File: src/rtl/wb_write_port_arbiter_pkg.sv
// Shared types and constants for the register-file write-port arbiter.
package wb_write_port_arbiter_pkg;

    localparam logic [4:0] XZR    = 5'd31;
    localparam int         DATA_W = 64;

    typedef struct packed {
        logic reg_write;
    } struct_WB;

    typedef struct packed {
        logic              valid;
        logic [4:0]        Rd;
        logic [DATA_W-1:0] data;
    } struct_WBQ;

    typedef enum logic [1:0] {
        WBA_IDLE  = 2'd0,
        WBA_WAIT  = 2'd1,
        WBA_STALL = 2'd2
    } wba_state_t;

endpackage

File: src/rtl/wb_write_port_arbiter_if.sv
// Bundle of WB-stage, LLU, register-file and hazard-query signals around the arbiter.
interface wb_write_port_arbiter_if;
    import wb_write_port_arbiter_pkg::*;

    logic [DATA_W-1:0] wb_write_data;
    logic [4:0]        wb_Rd;
    struct_WB          wb_WB;
    logic              ll_valid;
    logic              ll_ready;
    logic [4:0]        ll_Rd;
    logic [DATA_W-1:0] ll_data;
    logic [DATA_W-1:0] id_write_data;
    logic [4:0]        id_write_reg;
    logic              id_reg_write;
    logic              pipe_stall;
    logic [4:0]        q_Rd;
    logic              q_pending;

    modport master (
        output wb_write_data, wb_Rd, wb_WB, ll_valid, ll_Rd, ll_data, q_Rd,
        input  ll_ready, id_write_data, id_write_reg, id_reg_write, pipe_stall, q_pending
    );

    modport slave (
        input  wb_write_data, wb_Rd, wb_WB, ll_valid, ll_Rd, ll_data, q_Rd,
        output ll_ready, id_write_data, id_write_reg, id_reg_write, pipe_stall, q_pending
    );

endinterface

File: src/rtl/wb_write_port_arbiter_wb_result_queue.sv
// LLU result FIFO. Entries are kept compacted at the low indices, so killed entries
// vanish at the next edge and the head (index 0) is always a live entry when valid.
module wb_result_queue
    import wb_write_port_arbiter_pkg::*;
#(
    parameter  int DEPTH = 4,
    localparam int CNT_W = $clog2(DEPTH) + 1
) (
    input  logic              clk,
    input  logic              rst,
    input  logic              push_i,
    input  logic [4:0]        push_rd_i,
    input  logic [DATA_W-1:0] push_data_i,
    input  logic              pop_i,
    input  logic              kill_i,
    input  logic [4:0]        kill_rd_i,
    input  logic [4:0]        q_rd_i,
    output struct_WBQ         head_o,
    output logic [CNT_W-1:0]  count_o,
    output logic [CNT_W-1:0]  count_next_o,
    output logic              match_o
);

    struct_WBQ        ent_q [DEPTH];
    struct_WBQ        ent_d [DEPTH];
    logic [CNT_W-1:0] count_q;
    logic [CNT_W-1:0] count_d;
    logic [CNT_W-1:0] n;
    logic             keep;

    // Next queue image: drop popped/killed entries, close the gaps, append the new push last.
    always_comb begin
        n    = '0;
        keep = 1'b0;
        for (int j = 0; j < DEPTH; j++) begin
            ent_d[j]       = ent_q[j];
            ent_d[j].valid = 1'b0;
        end
        for (int i = 0; i < DEPTH; i++) begin
            keep = ent_q[i].valid && !(pop_i && (i == 0))
                   && !(kill_i && (ent_q[i].Rd == kill_rd_i));
            if (keep) begin
                for (int j = 0; j < DEPTH; j++) begin
                    if (n == CNT_W'(j)) ent_d[j] = ent_q[i];
                end
                n = n + CNT_W'(1);
            end
        end
        if (push_i) begin
            for (int j = 0; j < DEPTH; j++) begin
                if (n == CNT_W'(j)) ent_d[j] = '{valid: 1'b1, Rd: push_rd_i, data: push_data_i};
            end
            n = n + CNT_W'(1);
        end
        count_d = n;
    end

    // Queue storage; reset only clears occupancy, payloads are don't-care when invalid.
    always_ff @(posedge clk) begin
        count_q <= count_d;
        for (int j = 0; j < DEPTH; j++) ent_q[j] <= ent_d[j];
        if (rst) begin
            count_q <= '0;
            for (int j = 0; j < DEPTH; j++) ent_q[j].valid <= 1'b0;
        end
    end

    // Hazard query over registered entries only; XZR never counts as pending.
    always_comb begin
        match_o = 1'b0;
        for (int j = 0; j < DEPTH; j++) begin
            if (ent_q[j].valid && (ent_q[j].Rd == q_rd_i) && (q_rd_i != XZR)) match_o = 1'b1;
        end
    end

    assign head_o       = ent_q[0];
    assign count_o      = count_q;
    assign count_next_o = count_d;

endmodule

File: src/rtl/wb_write_port_arbiter.sv
// Register-file write-port arbiter: pipeline WB writes win, queued LLU results drain
// into WB bubbles, and a starvation counter forces a bubble via pipe_stall.
module wb_write_port_arbiter
    import wb_write_port_arbiter_pkg::*;
#(
    parameter int DEPTH    = 4,
    parameter int MAX_WAIT = 8
) (
    input  logic                     clk,
    input  logic                     rst,
    wb_write_port_arbiter_if.slave   bus
);

    localparam int CNT_W  = $clog2(DEPTH) + 1;
    localparam int WAIT_W = $clog2(MAX_WAIT + 1);
    localparam logic [WAIT_W-1:0] WAIT_LAST = WAIT_W'(MAX_WAIT - 1);

    localparam logic [1:0] ST_IDLE  = WBA_IDLE;
    localparam logic [1:0] ST_WAIT  = WBA_WAIT;
    localparam logic [1:0] ST_STALL = WBA_STALL;

    logic [1:0]        state_q, state_d;
    logic [WAIT_W-1:0] wait_q, wait_d;
    logic              pipe_wr, drain, ready, accept, store, kill, match;
    struct_WBQ         head;
    logic [CNT_W-1:0]  count_q, count_d;

    assign pipe_wr = bus.wb_WB.reg_write && (bus.wb_Rd != XZR);
    assign ready   = !rst && (count_q < CNT_W'(DEPTH));
    assign drain   = !rst && !pipe_wr && head.valid;
    assign accept  = bus.ll_valid && ready;
    assign store   = accept && (bus.ll_Rd != XZR);
    assign kill    = !rst && pipe_wr;

    wb_result_queue #(.DEPTH(DEPTH)) u_queue (
        .clk          (clk),
        .rst          (rst),
        .push_i       (store),
        .push_rd_i    (bus.ll_Rd),
        .push_data_i  (bus.ll_data),
        .pop_i        (drain),
        .kill_i       (kill),
        .kill_rd_i    (bus.wb_Rd),
        .q_rd_i       (bus.q_Rd),
        .head_o       (head),
        .count_o      (count_q),
        .count_next_o (count_d),
        .match_o      (match)
    );

    // Write-port mux: pipeline first, then queue head, otherwise an XZR no-op.
    always_comb begin
        bus.id_reg_write  = 1'b0;
        bus.id_write_reg  = XZR;
        bus.id_write_data = '0;
        if (rst) begin
            bus.id_write_reg = 5'd0;
        end else if (pipe_wr) begin
            bus.id_reg_write  = 1'b1;
            bus.id_write_reg  = bus.wb_Rd;
            bus.id_write_data = bus.wb_write_data;
        end else if (head.valid) begin
            bus.id_reg_write  = 1'b1;
            bus.id_write_reg  = head.Rd;
            bus.id_write_data = head.data;
        end
    end

    // Starvation FSM; the queue occupancy after this edge decides a return to IDLE.
    always_comb begin
        state_d = state_q;
        wait_d  = wait_q;
        case (state_q)
            ST_IDLE: begin
                if (count_d != '0) begin
                    state_d = ST_WAIT;
                    wait_d  = '0;
                end
            end
            ST_WAIT: begin
                if (count_d == '0) begin
                    state_d = ST_IDLE;
                    wait_d  = '0;
                end else if (drain) begin
                    wait_d = '0;
                end else if (wait_q == WAIT_LAST) begin
                    state_d = ST_STALL;
                end else begin
                    wait_d = wait_q + WAIT_W'(1);
                end
            end
            ST_STALL: begin
                if (count_d == '0) begin
                    state_d = ST_IDLE;
                    wait_d  = '0;
                end else if (drain) begin
                    state_d = ST_WAIT;
                    wait_d  = '0;
                end
            end
            default: begin
                state_d = ST_IDLE;
                wait_d  = '0;
            end
        endcase
    end

    // FSM state and wait counter registers.
    always_ff @(posedge clk) begin
        if (rst) begin
            state_q <= ST_IDLE;
            wait_q  <= '0;
        end else begin
            state_q <= state_d;
            wait_q  <= wait_d;
        end
    end

    // Stall is raised on the last allowed waiting cycle and held until a drain.
    assign bus.pipe_stall = !rst && ((state_q == ST_STALL)
                            || ((state_q == ST_WAIT) && (wait_q == WAIT_LAST)));
    assign bus.ll_ready   = ready;
    assign bus.q_pending  = !rst && match;

endmodule

File: src/flat_wrapper.sv
// flat-port wrapper written by rule: the top's interface ports become plain ports
module wb_write_port_arbiter_flat import wb_write_port_arbiter_pkg::*;
#(
    parameter int DEPTH    = 4,
    parameter int MAX_WAIT = 8
)
  (clk, rst, bus_wb_write_data, bus_wb_Rd, bus_wb_WB, bus_ll_valid, bus_ll_Rd, bus_ll_data, bus_q_Rd, bus_ll_ready, bus_id_write_data, bus_id_write_reg, bus_id_reg_write, bus_pipe_stall, bus_q_pending);
  wb_write_port_arbiter_if bus_i ();
  input  logic clk;
  input  logic rst;
  input wire logic [$bits(bus_i.wb_write_data)-1:0] bus_wb_write_data;
  input wire logic [$bits(bus_i.wb_Rd)-1:0] bus_wb_Rd;
  input wire logic [$bits(bus_i.wb_WB)-1:0] bus_wb_WB;
  input wire logic [$bits(bus_i.ll_valid)-1:0] bus_ll_valid;
  input wire logic [$bits(bus_i.ll_Rd)-1:0] bus_ll_Rd;
  input wire logic [$bits(bus_i.ll_data)-1:0] bus_ll_data;
  input wire logic [$bits(bus_i.q_Rd)-1:0] bus_q_Rd;
  output wire logic [$bits(bus_i.ll_ready)-1:0] bus_ll_ready;
  output wire logic [$bits(bus_i.id_write_data)-1:0] bus_id_write_data;
  output wire logic [$bits(bus_i.id_write_reg)-1:0] bus_id_write_reg;
  output wire logic [$bits(bus_i.id_reg_write)-1:0] bus_id_reg_write;
  output wire logic [$bits(bus_i.pipe_stall)-1:0] bus_pipe_stall;
  output wire logic [$bits(bus_i.q_pending)-1:0] bus_q_pending;
  assign bus_i.wb_write_data = bus_wb_write_data;
  assign bus_i.wb_Rd = bus_wb_Rd;
  assign bus_i.wb_WB = bus_wb_WB;
  assign bus_i.ll_valid = bus_ll_valid;
  assign bus_i.ll_Rd = bus_ll_Rd;
  assign bus_i.ll_data = bus_ll_data;
  assign bus_i.q_Rd = bus_q_Rd;
  assign bus_ll_ready = bus_i.ll_ready;
  assign bus_id_write_data = bus_i.id_write_data;
  assign bus_id_write_reg = bus_i.id_write_reg;
  assign bus_id_reg_write = bus_i.id_reg_write;
  assign bus_pipe_stall = bus_i.pipe_stall;
  assign bus_q_pending = bus_i.q_pending;
  wb_write_port_arbiter #(.DEPTH(DEPTH), .MAX_WAIT(MAX_WAIT)) u_core (.clk(clk), .rst(rst), .bus(bus_i));
endmodule
File: config.mk
export PLATFORM = sky130hd
export DESIGN_NAME = wb_write_port_arbiter_flat
export DESIGN_NICKNAME = d
export VERILOG_FILES = /design/src/rtl/wb_write_port_arbiter_pkg.sv /design/src/rtl/wb_write_port_arbiter_if.sv /design/src/rtl/wb_write_port_arbiter_wb_result_queue.sv /design/src/rtl/wb_write_port_arbiter.sv /design/src/flat_wrapper.sv
export SDC_FILE = /design/constraint.sdc
export NUM_CORES = 1
export LEC_CHECK = 0
export ABC_AREA = 1
export CORE_UTILIZATION = 30
export CTS_CLUSTER_SIZE = 14
export DETAILED_ROUTE_END_ITERATION = 16
export PLACE_DENSITY = 0.56
export REMOVE_ABC_BUFFERS = 1
export SYNTH_ARGS = -nofsm -noshare
export SYNTH_HDL_FRONTEND = slang
export SYNTH_HIERARCHICAL = 1
export SYNTH_SLANG_ARGS = --single-unit
File: constraint.sdc
create_clock -name clk -period 5.18 [get_ports clk]
set_clock_uncertainty 0.2 [all_clocks]
set_input_delay 1.036 -clock clk [delete_from_list [all_inputs] [get_ports clk]]
set_output_delay 1.036 -clock clk [all_outputs]
set_load 0.02 [all_outputs]
Word-level counts from Yosys, hierarchy flattened
Memories as Yosys holds them, arrays and structs flattened.
Cells that the tools add are included.
Word-level totals
  memory bits (read-only): 0
  word-level logic and storage cells: 148
  register bits: 9
  RAM bits: 280
  latch bits: 0
  output and inout bits: 73
  memories: 1
Operators by class
  reduce and logical (&&, ||, !) cells: 44
  mux-type cells: 59
  equality and inequality tests: 31
  $mul: 0
  bitwise gates (word level): 4
  divide/modulo/power cells: 0
  order comparisons: 1
  shift operators: 0
  add/subtract/negate cells: 5
Memories
  u_core.u_queue.ent_q: depth 4, width 70, rd ports 4, clocked after Yosys merged registers in 0, write ports 4, line wb_write_port_arbiter_wb_result_queue.sv:24  | struct_WBQ ent_q [DEPTH];
Operators with widths (number)
  70-bit 2-to-1 mux: 17
  280-bit 2-to-1 mux: 4
  64-bit 2-to-1 mux: 3
  5-bit equality test: 8
  1-bit logical AND: 27
  3-bit by 2-bit equality test with 1-bit output (second input constant): 8
  4-bit 2-to-1 mux: 6
  3-bit logical NOT: 5
  5-bit 2-to-1 mux: 3
  5-bit inequality test (second input constant): 3
  1-bit 2-to-1 mux: 14
  3-bit by 1-bit adder with 3-bit output (second input constant): 4
  3-bit by 1-bit equality test with 1-bit output (second input constant): 4
  2-bit 2-to-1 mux: 6
  3-bit 2-to-1 mux: 4
  4-bit case mux with 3 select lines: 1
  1-bit logical NOT: 7
  3-bit by 1-bit inequality test with 1-bit output (second input constant): 2
  2-bit case mux with 3 select lines: 1
  4-bit by 1-bit adder with 4-bit output (second input constant): 1
  4-bit by 3-bit equality test with 1-bit output (second input constant): 1
  4-bit by 2-bit inequality test with 1-bit output (second input constant): 1
  1-bit OR (first input constant): 4
  4-bit AND reduction: 1
  other kinds (9): 9

Depth between registers and ports, before layout
Gate-level depths: netlist of run 1.
  depth in word-level cells: 20
  depth in mapped cells: 32
  mapped depth without buffers: 29

By module
The synthesis of run 1 kept the hierarchy.
By module, submodules not included
  wb_result_queue: cells an instance 2667, area an instance 16066.7 um^2, seq. area each 5665.4 um^2, instances 1
  wb_write_port_arbiter: cells an instance 177, area an instance 1307.5 um^2, seq. area each 120.1 um^2, instances 1

Worst setup path after synthesis of run 1
Ideal clock, no wire load.
  path kind: input to register
  from: input bus_wb_WB
  to: register u_core.wait_q[2]
  buffers on the path: 3
  data arrival time: 4.989 ns
  data required time: 4.867 ns
  stages on the path: 29
  slack: -0.122 ns
  path through: inv_1 > o21bai_4 > nor2_2 > buf_2 > o21ai_0 > nor2_1 > nand3_1 > nand2_1 > buf_2 > buf_1 > inv_1 > ha_1 > nand3_2 > nand2_2 > inv_1 > ha_1 > nor2_1 > a21oi_2 > and2_1 > ha_1 > or2_2 > nand2_1 > nor3_2 > nor2_2 > nand3_2 > nand3_2 > nand2_1 > nand2_1 > nor2_1
Between the ends
  elaborated cells on any way between the ends: 38
  those cells by class: add/sub: 4; eq/ne: 3; mux: 9; reduce/logical: 22
RTL lines
  from (decl): line flat_wrapper.sv:13  | input wire logic [$bits(bus_i.wb_WB)-1:0] bus_wb_WB;
  1-bit logical AND *: line wb_write_port_arbiter.sv:28  | assign pipe_wr = bus.wb_WB.reg_write && (bus.wb_Rd != XZR);
  1-bit logical AND *: line wb_write_port_arbiter.sv:33  | assign kill = !rst && pipe_wr;
  via u_core.kill: line wb_write_port_arbiter.sv:24  | logic pipe_wr, drain, ready, accept, store, kill, match;
  1-bit logical AND: line wb_write_port_arbiter_wb_result_queue.sv:41  | && !(kill_i && (ent_q[i].Rd == kill_rd_i));
  1-bit logical NOT: line wb_write_port_arbiter_wb_result_queue.sv:41
  1-bit logical AND: line wb_write_port_arbiter_wb_result_queue.sv:41
  1-bit 2-to-1 mux: line wb_write_port_arbiter_wb_result_queue.sv:42  | if (keep) begin
  3-bit by 1-bit adder with 3-bit output: line wb_write_port_arbiter_wb_result_queue.sv:46  | n = n + CNT_W'(1);
  (+3 left out)
  3-bit by 1-bit adder with 3-bit output: line wb_write_port_arbiter_wb_result_queue.sv:46
  3-bit 2-to-1 mux *: line wb_write_port_arbiter_wb_result_queue.sv:42
  3-bit by 1-bit adder with 3-bit output: line wb_write_port_arbiter_wb_result_queue.sv:53  | n = n + CNT_W'(1);
  3-bit 2-to-1 mux *: line wb_write_port_arbiter_wb_result_queue.sv:49  | if (push_i) begin
  via u_core.count_d[2]: line wb_write_port_arbiter.sv:26  | logic [CNT_W-1:0] count_q, count_d;
  3-bit logical NOT / 3-bit nonzero test (equally long branches): line wb_write_port_arbiter.sv:81, wb_write_port_arbiter.sv:93, wb_write_port_arbiter.sv:75
  4-bit by 2-bit inequality test with 1-bit output (no line), or another cell as far along
  3-bit AND reduction (no line) / 4-bit case mux with 3 select lines (equally long branches)
  to (signal assigned): line wb_write_port_arbiter.sv:115  | wait_q <= wait_d;
  to (decl): line wb_write_port_arbiter.sv:23  | logic [WAIT_W-1:0] wait_q, wait_d;
The timed path passes the listed nets; every way through them passes the cells marked *.
A chain may end at the register's enable or synchronous reset.

Final worst setup path of run 1
  from: input bus_wb_Rd[1]
  to: output bus_id_write_data[19]
Between the ends
  cells in the longest elaborated chain, start to end: 4
RTL lines
  from (decl): line flat_wrapper.sv:12  | input wire logic [$bits(bus_i.wb_Rd)-1:0] bus_wb_Rd;
  5-bit inequality test: line wb_write_port_arbiter.sv:28
  1-bit logical AND: line wb_write_port_arbiter.sv:28
  64-bit 2-to-1 mux: line wb_write_port_arbiter.sv:58  | end else if (pipe_wr) begin
  64-bit 2-to-1 mux: line wb_write_port_arbiter.sv:56  | if (rst) begin
  to (decl): line flat_wrapper.sv:19  | output wire logic [$bits(bus_i.id_write_data)-1:0] bus_id_write_data;
Every way passes these cells.

==> impl_metrics.tcl, run 1 <==
set metrics [dict create \
    period_share_pct 93.84 \
    wl_um 58630 \
    crit_required_ps 3940 \
    critPathMaxStageDelay_ps 620 \
    p_leak_nw 9.919 \
    drt_pre_antenna_iters 7 \
    cp_slowest_cell "clkdlybuf4s50_1" \
    power_density_mw_per_mm2 336.8 \
    fillers 6103 \
    final-max-slew-violation-count 0 \
    status "finished clean" \
    diodes 0 \
    drive_gt1_share_pct 6.041 \
    path_cells "clkdlybuf4s50_1, nand3_2, o21bai_4, buf_4, nand2_4, inv_4, buf_4, a22o_1, clkdlybuf4s50_1" \
    cts_hold_buf 0 \
    hpwl_um 34900 \
    vias 17603 \
    syn-cell-area_sq_mm 0.01733 \
    post-cts-setup-buffer-count 0 \
    rsz0062_at_grt "false" \
    final_common_cell "nand2_1" \
    vdd_ir_drop_max_mv 0.2122 \
    final_cell_mix "nand2_1 (965), nor2_1 (387), nand3_1 (288), dfxtp_1 (287), o21ai_0 (235)" \
    placementRows 87 \
    maxCapViolCount 0 \
    path_max_fanout 64 \
    p_switching_mw 2.138 \
    die_w_um 242.3 \
    pin_count 220 \
    synth_cells 2840 \
    portBuffers 219 \
    pwr-share-clk_pct 37.1 \
    post-route-drc-count 0 \
    avgSynthCellArea_sq_um 6.100 \
    clkLatencyLatePin_ps 560 \
    grtUsageTotal_pct 19.52 \
    dr.first_iter.drc_count 1360 \
    cts.sinks 287 \
    nNetsFinal 3063 \
    final-hold-violation-count 0 \
    arrival_ps 3630 \
    die_h_um 242.3 \
    core_sq_mm 0.05671 \
    p_int_mw 4.947 \
    fin_util_pct 37.10 \
    yosysWarnings 6 \
    multiInputGateArea_sq_mm 0.009473 \
    place_congestion 0.8676 \
    start_kind "input port" \
    p_seq_share_pct 41.5 \
    wl_per_cell_um 15.91 \
    fin_crit_ps 4861 \
    min_path_type "flop to flop" \
    die_area_sq_mm 0.05872 \
    overflow 0 \
    slew_headroom_pct 33.06 \
    path_buf_inv 5 \
    regArea_sq_mm 0.005746 \
    ant_nets 0 \
    tightest_slew_ps 1004 \
    htreeDepth 2 \
    critPathCaptureType "output port" \
    clkTransAtPathRegs_ps 60 \
    critPathTopFamily "buffers and inverters" \
    cts_tree "done" \
    fmax_ghz 0.2057 \
    antenna_found_initial 2 \
    whs_ps 343.2 \
    clock_path_buffers 3 \
    swShare_pct 30.18 \
    grt_pass1_wl_um 91940 \
    start_util_pct 30.55 \
    cts_buffers 36 \
    area_delta_synth_final_pct 21.43 \
    setup_viol 0 \
    crit_type "input port to output port" \
    cts-resized-gates 0 \
    p_comb_share_pct 21.3 \
    cts_root_buf "clkbuf_16" \
    grt_pass1_vias 16152 \
    grt_max_degree 81 \
    vias_per_cell 4.776 \
]
sequential cells by signal (all words and copies together), names as in the netlist:
name / flops
u_core/u_queue/ent_q: 280
u_core/wait_q: 4
u_core/u_queue/count_o: 1
u_core/state_q: 2
area by class of cell:
cell class,instances,area share (%)
timing repair buffer,282,13.86
tap,756,4.496
multi-input combinational,2105,45.03
clock buffer,54,5.227
inverter,193,3.467
clock inverter,9,0.6185
sequential,287,27.31
final timing paths:
check | startpoint | end | slack (ps) | depth (start not counted)
min reg2reg | u_core/wait_q[1] | u_core/wait_q[1] | 340 | 4
max reg2reg | u_core/u_queue/ent_q[0][68] | u_core/wait_q[2] | 1270 | 26
max | bus_wb_Rd[1] | bus_id_write_data[19] | 320 | 9
min | u_core/wait_q[1] | u_core/wait_q[1] | 340 | 4
metrics by stage:
| step | setup slack (ps) | setup TNS, ps | cell area, sq um | instances | total power, mW |
|---|---|---|---|---|---|
| 2_1_floorplan | -6440 | -1450310 | 15840 | 2585 | 3.905 |
| 3_3_place_gp | 74.34 | 0 | 19810 | 3623 | 4.499 |
| 3_5_place_dp | 19.22 | 0 | 19810 | 3623 | 4.496 |
| 4_1_cts | 289.0 | 0 | 21040 | 3686 | 7.167 |
| 5_1_grt | 164.9 | 0 | 21040 | 3686 | 7.519 |
| 6_report | 319.0 | 0 | 21040 | 3686 | 7.086 |
layer usage:
layer  vias up  part of all wire, %  global-route usage [%]
met4         4                  1.9                   5.380
met1      7919                   48                   26.84
li1       9092                    -                       -
met5         -                0.039                       0
met3        84                  6.3                   3.113
met2       504                   44                   31.38
power by group through the flow:
stage	logic [mW]	clock network, mW	registers (mW)
global route	1.74	2.78	2.99
floorplan	1.04	0	2.86
global placement	1.51	0	2.99
detailed placement	1.51	0	2.99
CTS	1.52	2.71	2.94
finish	1.51	2.63	2.94
worst reg2reg max path: stages (launching register included):
cell     delay, ps
dfxtp_1        410
inv_1          120
nand2_1         70
o21ai_0         70
nor2_1         100
nand3_1        140
nand2_4        110
inv_1           60
ha_1           350
inv_1           90
nand2_2         70
nand2_2         70
inv_1           60
ha_1           270
nor2_1         170
a21oi_2         50
and2_1         140
ha_1           280
or2_2          300
nand2_1         90
nor3_2          60
nor2_2         110
nand3_2        140
nand3_2        150
nand2_1         60
nand2_1         60
nor2_1          40
Note: power is estimated with default switching activity, not from simulation.
==> inputs of run 2 (changes only) <==
--- a/config.mk
+++ b/config.mk
@@ -6,10 +6,12 @@
 export NUM_CORES = 1
 export LEC_CHECK = 0
 export ABC_AREA = 1
+export ABC_CLOCK_PERIOD_IN_PS = 5180
 export CORE_UTILIZATION = 30
 export CTS_CLUSTER_SIZE = 14
 export DETAILED_ROUTE_END_ITERATION = 16
 export PLACE_DENSITY = 0.56
+export RECOVER_POWER = 25
 export REMOVE_ABC_BUFFERS = 1
 export SYNTH_ARGS = -nofsm -noshare
 export SYNTH_HDL_FRONTEND = slang
==> run 2 against run 1 <==
Critical path depth is the same. Core utilization decreased by 0.13 points. Clock power about the same. Register-to-register slack got worse by 70 ps.
==> impl_metrics.tcl, run 2 (synthesis results as in run 1) <==
set metrics [dict create \
    status "finished clean" \
    critPathCaptureType "output port" \
    pin_count 220 \
    pre_cts_ws_ps 19.22 \
    grt_pass1_wl_um 91940 \
    diodes 0 \
    overflow 0 \
    cts_root_buf "clkbuf_16" \
    crit_required_ps 3940 \
    final_common_cell "nand2_1" \
    ant_nets 0 \
    vias_per_cell 4.766 \
    cp_slowest_cell "clkdlybuf4s50_1" \
    post-cts-setup-buffer-count 0 \
    min_path_cells 4 \
    period_share_pct 93.69 \
    critPathTopFamily "buffers and inverters" \
    met3_usage_pct 3.113 \
    cts.sinks 287 \
    hpwl_um 34900 \
    post-place-cells 3623 \
    core_sq_mm 0.05671 \
    power_density_mw_per_mm2 337.4 \
    whs_ps 343.6 \
    grtUsageTotal_pct 19.52 \
    setup_viol 0 \
    dr.first_iter.drc_count 1331 \
    use_met2_pct 31.38 \
    regMostFlops "u_core/u_queue/ent_q" \
    rsz0062_at_grt "false" \
    drt_pre_antenna_iters 6 \
    cts_hold_buf 0 \
    vias 17569 \
    rrSetupSlack_ps 1200 \
    start_util_pct 30.55 \
    critPathMaxStageDelay_ps 620 \
    regArea_sq_mm 0.005746 \
    grt_pass1_vias 16152 \
    p_leak_nw 9.903 \
    r2r_end "u_core/u_queue/ent_q[0][101]" \
    cts_tree "done" \
    slew_headroom_pct 34.29 \
    place_congestion 0.8676 \
    path_buf_inv 5 \
    wl_per_cell_um 15.87 \
    arrival_ps 3620 \
    fin_util_pct 36.97 \
    start_kind "input port" \
    vdd_ir_drop_max_mv 0.2123 \
    drive_gt1_share_pct 5.904 \
    wl_um 58480 \
    fin_crit_ps 4853 \
    clkLatencyLatePin_ps 560 \
    grtUsageMet1_pct 26.84 \
    hold_start "u_core/wait_q[1]" \
    nNetsFinal 3063 \
    final.setup.tns_ps 0 \
    placementRows 87 \
    tightest_slew_ps 985.6 \
    timing.rr.start "u_core/u_queue/ent_q[0][68]" \
    final-hold-violation-count 0 \
    htreeDepth 2 \
    path_cells "clkdlybuf4s50_1, nand3_2, o21bai_4, buf_4, nand2_4, inv_4, buf_4, a22o_1, clkdlybuf4s50_1" \
    portBuffers 219 \
    path_max_fanout 64 \
    min_to "u_core/wait_q[1]" \
    fillers 6112 \
    area_delta_synth_final_pct 21.02 \
    final-max-slew-violation-count 0 \
    cts-resized-gates 0 \
    final_cell_mix "nand2_1 (967), nor2_1 (387), nand3_1 (289), dfxtp_1 (287), o21ai_0 (284)" \
    clkTransAtPathRegs_ps 60 \
    grt_max_degree 81 \
    multiInputGateArea_sq_mm 0.009450 \
    reg.largest.list "u_core/u_queue/ent_q: 280 flops, u_core/wait_q: 4 flops, u_core/state_q: 2 flops" \
    die_w_um 242.3 \
    die_area_sq_mm 0.05872 \
    reg2reg_depth 22 \
    fin_cells 3686 \
    min_path_type "flop to flop" \
    fmax_ghz 0.2061 \
    antenna_found_initial 2 \
    die_h_um 242.3 \
    clock_path_buffers 3 \
    gr-max-usage-layer "met2" \
    crit_type "input port to output port" \
    maxCapViolCount 0 \
    largest_register_ffs 280 \
    setup_ws_ps 327.1 \
    post-route-drc-count 0 \
    cts_buffers 36 \
]
## run 2: cell types whose count changed in the layout (fill, tap and decap cells not counted), sizes merged
cell           before  now
dlygate4sd3         0    3
clkdlybuf4s50     219  216
clkbuf             54   57
buf                63   60
## run 2: area by class of cell
type / count / share of cell area [%]
Multi-Input combinational cell: 2105 / 45.07
Sequential cell: 287 / 27.40
Timing Repair Buffer: 282 / 13.67
Clock buffer: 54 / 5.246
Tap cell: 756 / 4.512
Inverter: 193 / 3.479
Clock inverter: 9 / 0.6206
## run 2: worst register-to-register path, cell delays in order (launching register included)
cell      delay (ps)
dfxtp_1          410
inv_1            120
nand2_1           70
o21ai_0           70
nor2_1           100
nand3_1          100
nand2_1          170
inv_1             90
ha_1             360
inv_1             90
nand2_2           70
nand2_1           80
inv_1             70
ha_1             180
ha_1             280
nand2_1          100
nand2_2           60
nand2_2           90
inv_1            130
nand3_1          160
clkbuf_4         650
nand3_1          210
nand2_1           90
## run 2: how the worst max path moves through the flow
stage | slack, ps | endpoint | depth (start not counted) | startpoint
floorplan | -6440 | u_core/u_queue/ent_q[0][0] | 17 | bus_wb_WB
global placement | 70 | u_core/wait_q[2] | 28 | bus_wb_WB
detailed placement | 20 | u_core/wait_q[2] | 28 | bus_wb_Rd[1]
CTS | 290 | bus_id_write_data[15] | 9 | bus_wb_Rd[1]
global route | 80 | u_core/wait_q[3] | 28 | bus_wb_WB
finish | 330 | bus_id_write_data[19] | 9 | bus_wb_Rd[1]
## run 2: report_power, final
group	leakage, nW	total (mW)	internal, mW	switching, mW
registers	2.37	2.94	2.64	0.305
clock network	0.605	2.63	1.61	1.02
logic	6.93	1.50	0.689	0.811
## run 2: per-layer routing
layer / vias up / wire length (um)
li1: 9080 / -
met1: 7904 / 27880
met2: 505 / 25970
met3: 76 / 3556
met4: 4 / 1054
met5: - / 23
## run 2: stage by stage
| stage | cell area [sq um] | total power [mW] |
|---|---|---|
| 2_1_floorplan | 15840 | 3.905 |
| 3_3_place_gp | 19810 | 4.499 |
| 3_5_place_dp | 19810 | 4.496 |
| 4_1_cts | 21040 | 7.167 |
| 5_1_grt | 20970 | 7.509 |
| 6_report | 20970 | 7.075 |
